### src/rtl/m68k_region_decoder_if.sv
// CPU bus and region-table port bundle between the 68000 core top and the region decoder.
// cfg_idx carries one extra bit so indices at or above REGIONS can be presented and rejected.
interface m68k_region_decoder_if #(
  parameter int ADDR_W  = 24,
  parameter int REGIONS = 16,
  parameter int WAIT_W  = 3
);
  localparam int IDX_W     = $clog2(REGIONS);
  localparam int CFG_IDX_W = IDX_W + 1;

  logic [ADDR_W-1:0]    cpu_a;
  logic                 cpu_as_n;
  logic                 cfg_we;
  logic [CFG_IDX_W-1:0] cfg_idx;
  logic [ADDR_W-1:0]    cfg_base;
  logic [ADDR_W-1:0]    cfg_end;
  logic [WAIT_W-1:0]    cfg_wait;
  logic [REGIONS-1:0]   cs;
  logic [IDX_W-1:0]     region_idx;
  logic                 dtack_n;
  logic                 berr_n;
  logic                 busy;

  modport master (
    output cpu_a, cpu_as_n, cfg_we, cfg_idx, cfg_base, cfg_end, cfg_wait,
    input  cs, region_idx, dtack_n, berr_n, busy
  );

  modport slave (
    input  cpu_a, cpu_as_n, cfg_we, cfg_idx, cfg_base, cfg_end, cfg_wait,
    output cs, region_idx, dtack_n, berr_n, busy
  );
endinterface

### src/rtl/m68k_region_decoder.sv
// Programmable 68000 address decoder: registered one-hot chip select per AS_n cycle, DTACK_n after
// the region's wait states (edge k+1+W), BERR_n BERR_TIMEOUT edges after an unmapped strobe.
module m68k_region_decoder #(
  parameter int ADDR_W       = 24,
  parameter int REGIONS      = 16,
  parameter int WAIT_W       = 3,
  parameter int BERR_TIMEOUT = 64
) (
  input  logic                   clk_sys,
  input  logic                   reset_n,
  m68k_region_decoder_if.slave   bus
);
  localparam int IDX_W     = $clog2(REGIONS);
  localparam int CFG_IDX_W = IDX_W + 1;
  localparam int TO_W      = $clog2(BERR_TIMEOUT + 1);
  localparam logic [CFG_IDX_W-1:0] NUM_REGIONS = CFG_IDX_W'(REGIONS);

  typedef enum logic [2:0] {
    S_IDLE,
    S_WAIT,
    S_ACK,
    S_UNMAP,
    S_BERR
  } state_t;

  logic [ADDR_W-1:0] base_q [REGIONS];
  logic [ADDR_W-1:0] end_q  [REGIONS];
  logic [WAIT_W-1:0] wait_q [REGIONS];

  state_t             state_q, state_d;
  logic [REGIONS-1:0] cs_q, cs_d;
  logic [IDX_W-1:0]   idx_q, idx_d;
  logic [WAIT_W-1:0]  wcnt_q, wcnt_d;
  logic [TO_W-1:0]    tcnt_q, tcnt_d;
  logic               dtack_n_q, dtack_n_d;
  logic               berr_n_q, berr_n_d;

  logic               hit;
  logic [IDX_W-1:0]   hit_idx;

  // Reset value base=all-ones, end=0 leaves every window empty, so no enable bit is needed.
  always_ff @(posedge clk_sys or negedge reset_n) begin
    if (!reset_n) begin
      for (int i = 0; i < REGIONS; i++) begin
        base_q[i] <= '1;
        end_q[i]  <= '0;
        wait_q[i] <= '0;
      end
    end else if (bus.cfg_we && (bus.cfg_idx < NUM_REGIONS)) begin
      base_q[bus.cfg_idx[IDX_W-1:0]] <= bus.cfg_base;
      end_q[bus.cfg_idx[IDX_W-1:0]]  <= bus.cfg_end;
      wait_q[bus.cfg_idx[IDX_W-1:0]] <= bus.cfg_wait;
    end
  end

  // Descending scan: the last assignment is the lowest matching index.
  always_comb begin
    hit     = 1'b0;
    hit_idx = '0;
    for (int i = REGIONS - 1; i >= 0; i--) begin
      if ((base_q[i] <= bus.cpu_a) && (bus.cpu_a <= end_q[i])) begin
        hit     = 1'b1;
        hit_idx = IDX_W'(i);
      end
    end
  end

  always_ff @(posedge clk_sys or negedge reset_n) begin
    if (!reset_n) begin
      state_q   <= S_IDLE;
      cs_q      <= '0;
      idx_q     <= '0;
      wcnt_q    <= '0;
      tcnt_q    <= '0;
      dtack_n_q <= 1'b1;
      berr_n_q  <= 1'b1;
    end else begin
      state_q   <= state_d;
      cs_q      <= cs_d;
      idx_q     <= idx_d;
      wcnt_q    <= wcnt_d;
      tcnt_q    <= tcnt_d;
      dtack_n_q <= dtack_n_d;
      berr_n_q  <= berr_n_d;
    end
  end

  always_comb begin
    state_d   = state_q;
    cs_d      = cs_q;
    idx_d     = idx_q;
    wcnt_d    = wcnt_q;
    tcnt_d    = tcnt_q;
    dtack_n_d = dtack_n_q;
    berr_n_d  = berr_n_q;

    if (state_q == S_IDLE) begin
      if (!bus.cpu_as_n) begin
        if (hit) begin
          cs_d    = {{(REGIONS-1){1'b0}}, 1'b1} << hit_idx;
          idx_d   = hit_idx;
          wcnt_d  = wait_q[hit_idx];
          state_d = (wait_q[hit_idx] == '0) ? S_ACK : S_WAIT;
        end else begin
          tcnt_d  = '0;
          state_d = S_UNMAP;
        end
      end
    end else if (bus.cpu_as_n) begin
      // Strobe released: end the cycle, including aborts before any acknowledge.
      state_d   = S_IDLE;
      cs_d      = '0;
      dtack_n_d = 1'b1;
      berr_n_d  = 1'b1;
    end else begin
      case (state_q)
        S_WAIT: begin
          if (wcnt_q == WAIT_W'(1)) state_d = S_ACK;
          else                      wcnt_d  = wcnt_q - WAIT_W'(1);
        end
        S_ACK:   dtack_n_d = 1'b0;
        S_UNMAP: begin
          if (tcnt_q == TO_W'(BERR_TIMEOUT - 1)) begin
            berr_n_d = 1'b0;
            state_d  = S_BERR;
          end else begin
            tcnt_d = tcnt_q + TO_W'(1);
          end
        end
        S_BERR:  berr_n_d = 1'b0;
        default: state_d = S_IDLE;
      endcase
    end
  end

  assign bus.cs         = cs_q;
  assign bus.region_idx = idx_q;
  assign bus.dtack_n    = dtack_n_q;
  assign bus.berr_n     = berr_n_q;
  assign bus.busy       = (state_q != S_IDLE);

endmodule

### src/flat_wrapper.sv
// flat-port wrapper written by rule: the top's interface ports become plain ports
module m68k_region_decoder_flat 
#(
  parameter int ADDR_W       = 24,
  parameter int REGIONS      = 16,
  parameter int WAIT_W       = 3,
  parameter int BERR_TIMEOUT = 64
)
  (clk_sys, reset_n, bus_cpu_a, bus_cpu_as_n, bus_cfg_we, bus_cfg_idx, bus_cfg_base, bus_cfg_end, bus_cfg_wait, bus_cs, bus_region_idx, bus_dtack_n, bus_berr_n, bus_busy);
  m68k_region_decoder_if #(.ADDR_W(ADDR_W), .REGIONS(REGIONS), .WAIT_W(WAIT_W)) bus_i ();
  input  logic clk_sys;
  input  logic reset_n;
  input wire logic [$bits(bus_i.cpu_a)-1:0] bus_cpu_a;
  input wire logic [$bits(bus_i.cpu_as_n)-1:0] bus_cpu_as_n;
  input wire logic [$bits(bus_i.cfg_we)-1:0] bus_cfg_we;
  input wire logic [$bits(bus_i.cfg_idx)-1:0] bus_cfg_idx;
  input wire logic [$bits(bus_i.cfg_base)-1:0] bus_cfg_base;
  input wire logic [$bits(bus_i.cfg_end)-1:0] bus_cfg_end;
  input wire logic [$bits(bus_i.cfg_wait)-1:0] bus_cfg_wait;
  output wire logic [$bits(bus_i.cs)-1:0] bus_cs;
  output wire logic [$bits(bus_i.region_idx)-1:0] bus_region_idx;
  output wire logic [$bits(bus_i.dtack_n)-1:0] bus_dtack_n;
  output wire logic [$bits(bus_i.berr_n)-1:0] bus_berr_n;
  output wire logic [$bits(bus_i.busy)-1:0] bus_busy;
  assign bus_i.cpu_a = bus_cpu_a;
  assign bus_i.cpu_as_n = bus_cpu_as_n;
  assign bus_i.cfg_we = bus_cfg_we;
  assign bus_i.cfg_idx = bus_cfg_idx;
  assign bus_i.cfg_base = bus_cfg_base;
  assign bus_i.cfg_end = bus_cfg_end;
  assign bus_i.cfg_wait = bus_cfg_wait;
  assign bus_cs = bus_i.cs;
  assign bus_region_idx = bus_i.region_idx;
  assign bus_dtack_n = bus_i.dtack_n;
  assign bus_berr_n = bus_i.berr_n;
  assign bus_busy = bus_i.busy;
  m68k_region_decoder #(.ADDR_W(ADDR_W), .REGIONS(REGIONS), .WAIT_W(WAIT_W), .BERR_TIMEOUT(BERR_TIMEOUT)) u_core (.clk_sys(clk_sys), .reset_n(reset_n), .bus(bus_i));
endmodule
### config.mk
export PLATFORM = sky130hd
export DESIGN_NAME = m68k_region_decoder_flat
export DESIGN_NICKNAME = d
export VERILOG_FILES = /design/src/rtl/m68k_region_decoder_if.sv /design/src/rtl/m68k_region_decoder.sv /design/src/flat_wrapper.sv
export SDC_FILE = /design/constraint.sdc
export NUM_CORES = 2
export LEC_CHECK = 0
export BUFFER_PORTS_ARGS = -buffer_cell sky130_fd_sc_hd__buf_2
export CELL_PAD_IN_SITES_DETAIL_PLACEMENT = 1
export CELL_PAD_IN_SITES_GLOBAL_PLACEMENT = 2
export CORE_ASPECT_RATIO = 1.4
export CORE_MARGIN = 8
export CORE_UTILIZATION = 47
export CTS_BUF_LIST = sky130_fd_sc_hd__clkbuf_16
export DETAILED_ROUTE_END_ITERATION = 8
export HOLD_SLACK_MARGIN = 0.12
export PLACE_DENSITY = 0.95
export SYNTH_ARGS = -nofsm -noshare
export SYNTH_HDL_FRONTEND = slang
export SYNTH_SLANG_ARGS = --single-unit
### constraint.sdc
create_clock -name clk_sys -period 10 [get_ports clk_sys]
set_input_delay 0.5 -clock clk_sys [delete_from_list [all_inputs] [get_ports clk_sys]]
set_output_delay 0.5 -clock clk_sys [all_outputs]
set_load 0.005 [all_outputs]
# Word level (Yosys, flattened, before mapping)
# Cells that the tools add are included.
[word_totals]
ff_bits = 851
input_bits = 84
output_inout_bits = 23
elab_cells = 219
[op_classes]
add_sub_neg = 2
order_cmp = 36
n_eq_ne = 15
shift = 1
mux = 71
bitwise = 4
reduce_logical = 35
[ops]
columns = ["op", "n"]
rows = [
  ["$bwmux 384", 2],
  ["$le 24x24->1", 32],
  ["$demux 24 s4", 1],
  ["$mux 16", 4],
  ["$mux 4", 16],
  ["$bwmux 48", 1],
  ["$mux 3", 15],
  ["$mux 7", 6],
  ["$mux 24", 1],
  ["$mux 1", 20],
  ["$logic_and 1x1->1", 18],
  ["$shl 1x4->16 const A", 1],
  ["$bmux 3 s4", 1],
  ["$demux 3 s4", 1],
  ["$reduce_and 4->1", 3],
  ["$ge 5x5->1 const B", 2],
  ["$not 4->5", 2],
  ["$reduce_bool 2->1", 5],
  ["$pmux 3 s3", 1],
  ["$reduce_and 3->1", 3],
  ["$ne 4x2->1 const B", 2],
  ["$add 7x1->7 const B", 1],
  ["$eq 7x6->1 const B", 1],
  ["$eq 3x1->1 const B", 2],
  ["16 further kinds", 23],
]

# Longest topological paths before layout
[logic_depth]
ltp_word = 27
ltp_mapped = 17
depth_no_buf = 16

# Worst setup path before layout
# Ideal clock, no wire load.
[synth_path]
kind = "input -> register"
startpoint = "input bus_cpu_a[9]"
endpoint = "register u_core.state_q[0]"
setup_time_ns = 0.124
t_arrival_ns = 4.134
t_required_ns = 9.876
slack_ns = 5.742
path_stages = 16
n_path_buf = 0
cell_sequence = "inv_1 ha_1 a21o_1 a221o_1 a22oi_1 nand2_1 o31ai_1 a32oi_2 o311a_4 o31ai_4 nor2_2 a221o_1 a221o_1 a32oi_2 nand2_1 o31a_1"
[synth_via]
elab_chain_len = 27
elab_cells_between_ends = 89
cone_classes = "order compare (32); mux (39); bitwise (1); reduce/logical (17)"
[synth_lines]
columns = ["element", "line", "rtl"]
rows = [
  ["start: declaration", "flat_wrapper.sv:13", "input wire logic [$bits(bus_i.cpu_a)-1:0] bus_cpu_a;"],
  ["$le 24x24->1", "m68k_region_decoder.sv:61", "if ((base_q[i] <= bus.cpu_a) && (bus.cpu_a <= end_q[i])) begin"],
  ["$logic_and 1x1->1", "m68k_region_decoder.sv:61", ""],
  ["$mux 4 (16 in series)", "m68k_region_decoder.sv:61", ""],
  ["$not 4->5 (not written as such)", "m68k_region_decoder.sv:103", "state_d = (wait_q[hit_idx] == '0) ? S_ACK : S_WAIT;"],
  ["$bmux 3 s4", "m68k_region_decoder.sv:103", ""],
  ["$mux 3 (not written as such) (2 in series)", "m68k_region_decoder.sv:103", ""],
  ["$logic_not 3->1", "m68k_region_decoder.sv:103", ""],
  ["$mux 2", "m68k_region_decoder.sv:103", ""],
  ["$mux 3 *", "m68k_region_decoder.sv:99", "if (hit) begin"],
  ["$mux 3 *", "m68k_region_decoder.sv:98", "if (!bus.cpu_as_n) begin"],
  ["$mux 3 *", "m68k_region_decoder.sv:97", "if (state_q == S_IDLE) begin"],
  ["end signal: assignment", "m68k_region_decoder.sv:78", "state_q <= state_d;"],
  ["end: declaration", "m68k_region_decoder.sv:30", "state_t state_q, state_d;"],
]
# Every way passes the cells marked *; elsewhere a longest branch is shown, timed or not. The select of a mux whose other input is x is not followed.
# A chain may end at the register's enable or synchronous reset.

# Final worst setup path
[layout_path]
startpoint = "input bus_cpu_a[20]"
endpoint = "register u_core.state_q[0]"
# The elaborated chain is that of the path after synthesis.

==> results.txt <==
- The flow ran to the end, and the final reports show no timing, DRC or antenna violations.
- Share of synthesized flip-flops with an asynchronous set or reset: 100%
- Area of the core region: 108,000 um2
- Number of placed I/O pins: 107
- Final hold analysis gives a worst-case slack of 0.265 ns.
- Maximum buffer depth of the clock tree: 3
- Post-synthesis share of cell area spent on xor and xnor gates: 0.0854%
- Setup repair after global routing missed its margin: false
- For this run the aggregate overflow at the end of global routing stands at 0.
* Number of antenna violations at the first check in global routing: 5
- Routed vias: 38,352
* CTS tree: yes
- For the pin with the worst max-slew slack, the measured transition is 1.31 ns.
- Combinational logic burns 29.5% of the power.
- The final layout contains routed wiring with a total length of 166 mm.
* Max transition margin: 12.8%
* Flops & latches, synth: 851
* Ordered list of cells on the worst path: buf_2 -> inv_1 -> ha_1 -> nand4_1 -> nor4_1 -> nand4_1 -> o32ai_1 -> a32oi_1 -> a2111oi_0 -> o21ai_1 -> a311o_2 -> o311ai_1 -> o211ai_1 -> nand4_1 -> nand2_1 -> o31a_1
* Ratio of routed vias to standard cells: 6.11
- Worst-skew pair later-pin latency: 0.70 ns
* Initial cell density of the core: 47.3%
- For this design the total switching power over the nets is 3.84 mW.
- The slowest stage of the critical path belongs to the cell sky130_fd_sc_hd__a2111oi_0.
* DIE WIDTH: 295 um
* Pwr/cell area: 204 nW/um2
- The largest total area in the synthesized netlist belongs to sky130_fd_sc_hd__dfrtp_1.
- Once placement completed, the tool counted placed cells totaling 6,107.
- The via count of the first global-routing pass is 42,949.
- Clock net sink count: 851
- The largest single stage delay on the critical path is 0.94 ns.
- Depth of the CTS H-tree: 3
- From synthesis to final layout, the design area changed by 10.1%.
* Fraction of the mapped netlist area in compound gates: 10.7%
- Net switching is 33.3% of the power.
- Clock tree synthesis inserted a total of 90 buffers.
* Worst setup timing slack at the placement stage: 3.13 ns
- Worst Path Required: 10.56 ns
* Max_cap viols: 0
* Classification of the worst-slack hold path: primary input to register
- sky130_fd_sc_hd__ha_1 is the most common cell in the netlist.
* Startpoint of the lowest-slack register-to-register path: u_core.end_q[34]
* Element type at the critical path end: register
- In the final layout, flip-flops and latches occupy 21,800 um2.
- Of all nets on the critical path, the largest fanout is 17.
- Final count of hold timing violations: 0
- Once detail routing completed, the nets flagged for antenna violations numbered 0.
- Post-synth top area share: 22.7%
- Leakage power total: 26.3 nW
- Largest family of logic cells by synthesized area: adder cells
- The smallest clock period supported by the final layout is computed as 6.35 ns.
* Period utilisation layout: 63.5%
- Arrival time of the worst setup path: 6.91 ns
* Synth Area in Adders: 18.8%
* Fraction of layout cells with a size suffix above 1: 29.1%
- Across the VDD grid, the largest voltage drop is 0.152 mV.
- Yosys printed 0 warnings.
* Overall die height: 407 um
- Fin Setup TNS: 0 ns
- The design draws 11.5 mW.
- Number of distinct library cells after synthesis: 96
- In this run the mean area of a mapped cell was 11.0 um2.
* Post-DR wirelength/cell: 26.5 um
* Post-Synthesis Net Count: 5,508
- HP Start: bus_cfg_base[0]
- The number of pins exceeding their max-slew limit in the final report is 0.
- Among all flip-flop cells after synthesis, the most frequent one is sky130_fd_sc_hd__dfrtp_1.
* Worst Skew: 0.0299 ns
* Number of synthesized flops with an enable pin: 0
* Top area cells in the synthesized netlist: sky130_fd_sc_hd__dfrtp_1 23%, sky130_fd_sc_hd__dfstp_2 20%, sky130_fd_sc_hd__ha_1 19%
- Once detailed placement completed, the half-perimeter wirelength came to 114 mm.
- The commonest cells after synthesis are 771 x sky130_fd_sc_hd__ha_1, 675 x sky130_fd_sc_hd__mux2_2, 465 x sky130_fd_sc_hd__dfrtp_1.
- Timing-limited maximum frequency: 157 MHz
- Worst Slack Setup Final: 3.65 ns
- Measured on the finished design, the core utilization comes to 52.1%.
- Detailed-router iteration count before antenna repair: 5
* Initial detailed-routing violation count: 1,892
- Of the total power, the clock network draws 29.3%.
- Internal power comes to 7.69 mW.
- STA classifies the critical path startpoint as a primary input.
- Input/output buffers: 106
- Synthesis handed over a netlist of 4,653 instances.
* Number of standard cells in the final layout excluding fillers: 6,279
- Post-synthesis instance area: 51,300 um2
- Clock tree synthesis selected as its root buffer the cell sky130_fd_sc_hd__clkbuf_16.
* Final-stage net count: 5,606
- Weighted congestion reported at the end of routability-driven placement: 0.909
* Final number of setup-violating endpoints: 0
- Sequential elements use 42.5% of the synthesized area.
- Sequential cells account for 41.2% of the total power.
- Crit path launch: bus_cpu_a[20]
- DRC violation count after routing: 0
* Area post-placement: 53,500 um2
* Design area: 56,400 um2
- In the global route stage, overall resource usage came out at 27.7%.
* Number of fill cells: 11,637
- The worst hold path was traced through 3 stages.
- The floorplan step defined a die boundary enclosing 120,000 um2.
- Multi-input combinational cell area: 27,200 um2
- The critical path is of the primary input to register type.
* Simple-gate portion of the synthesized area: 8.48%
- Row Count: 143
- Measured against the total synthesized area, the mux share comes to 14.9%.
* Critical Path Most Common Cell: sky130_fd_sc_hd__nand4_1
- Measured in cells, the most critical reg-to-reg path has a length of 16.
- Entering global routing, the biggest net connects 142 pins.
* Clock slew at the register clock pins of the worst setup and hold paths: 0.06 ns
- The first global-routing pass estimated 255 mm of wire.
[critical path: cells and delay by family]
family	cells	cell delay, ns
and+or+nand+nor	5	1.18
adders and majority gates	1	0.54
AOI/OAI and AO/OA	8	3.42
buffers and inverters	2	1.21
[sequential cells by signal (all words and copies together) (netlist names), 3 cells and up]
signal	flops
u_core.end_q	384
u_core.wait_q	48
u_core.bus.region_idx	4
u_core.wcnt_q	3
u_core.bus.cs	16
u_core.state_q	3
u_core.tcnt_q	7
u_core.base_q	384
[cell type report]
| type | instances | area share, % |
|---|---|---|
| clock inverters | 78 | 1.10 |
| clock buffers | 91 | 4.03 |
| well taps | 1450 | 3.21 |
| inverters | 453 | 3.01 |
| flip-flops and latches | 851 | 38.6 |
| repair buffers | 166 | 1.79 |
| diodes | 1 | 0.00443 |
| multi-input cells | 3189 | 48.3 |
[logic make-up after synthesis]
family | count (synthesis)
adders and majority gates | 771
xor gates and xnor gates | 5
muxes | 680
buffers and inverters | 613
AOI/OAI and AO/OA | 862
and+or+nand+nor | 871
DFF | 851
[power groups by stage]
stage          Combinational, mW  Clock, mW  Sequential [mW]
5_1_grt                     3.77       3.56             4.83
3_3_place_gp                3.12          0             4.74
2_1_floorplan               2.28          0             4.65
6_report                    3.40       3.38             4.76
3_5_place_dp                3.34          0             4.80
4_1_cts                     3.39       3.44             4.75
[timing repair]
action,in CTS,in global routing
resized for setup,0,0
hold buffers,2,0
buffers inserted,0,0
endpoints found under the hold margin,21,0
[metal layers]
metal	routed length [um]	part of all wire, %	global-route usage (%)	vias up
met3	6700	4.0	3.65	511
li1	-	-	-	17062
met2	82100	49	48.0	953
met4	15100	9.1	22.2	4
met1	62300	37	30.5	19822
met5	28	0.017	0	-
[cell usage in the layout, fill, tap and decap left out, types with 15 or more instances in the layout]
cell type and instances:
sky130_fd_sc_hd__o21a_1 21, sky130_fd_sc_hd__a21o_1 57, sky130_fd_sc_hd__inv_1 476, sky130_fd_sc_hd__clkinv_1 19, sky130_fd_sc_hd__o211ai_1 34, sky130_fd_sc_hd__clkbuf_16 91, sky130_fd_sc_hd__dfrtp_1 465, sky130_fd_sc_hd__and3_1 23
sky130_fd_sc_hd__buf_2 105, sky130_fd_sc_hd__a21oi_1 233, sky130_fd_sc_hd__clkinv_2 15, sky130_fd_sc_hd__a221oi_1 19, sky130_fd_sc_hd__nor3_1 57, sky130_fd_sc_hd__ha_1 771, sky130_fd_sc_hd__a211oi_1 31, sky130_fd_sc_hd__a22o_1 20
sky130_fd_sc_hd__nand2b_1 17, sky130_fd_sc_hd__and4_1 19, sky130_fd_sc_hd__dfstp_2 386, sky130_fd_sc_hd__o21ai_0 274, sky130_fd_sc_hd__mux2_2 675, sky130_fd_sc_hd__nor2b_1 30, sky130_fd_sc_hd__buf_4 57, sky130_fd_sc_hd__nor4_1 33
sky130_fd_sc_hd__nor2_1 89, sky130_fd_sc_hd__nand3_1 104, sky130_fd_sc_hd__nand4_1 130, sky130_fd_sc_hd__a221o_1 16, sky130_fd_sc_hd__nand2_1 308
[worst paths after layout]
check	to	slack, ns
worst max-delay path	u_core.state_q[0]	3.65
worst max register to register	u_core.state_q[0]	4.32
min in group asynchronous	u_core.end_q[244]	0.40
worst min-delay path	u_core.base_q[192]	0.26
max in group asynchronous	u_core.end_q[18]	7.45
worst min register to register	u_core.tcnt_q[1]	0.50
No activity file was read; power rests on OpenSTA's default activity.
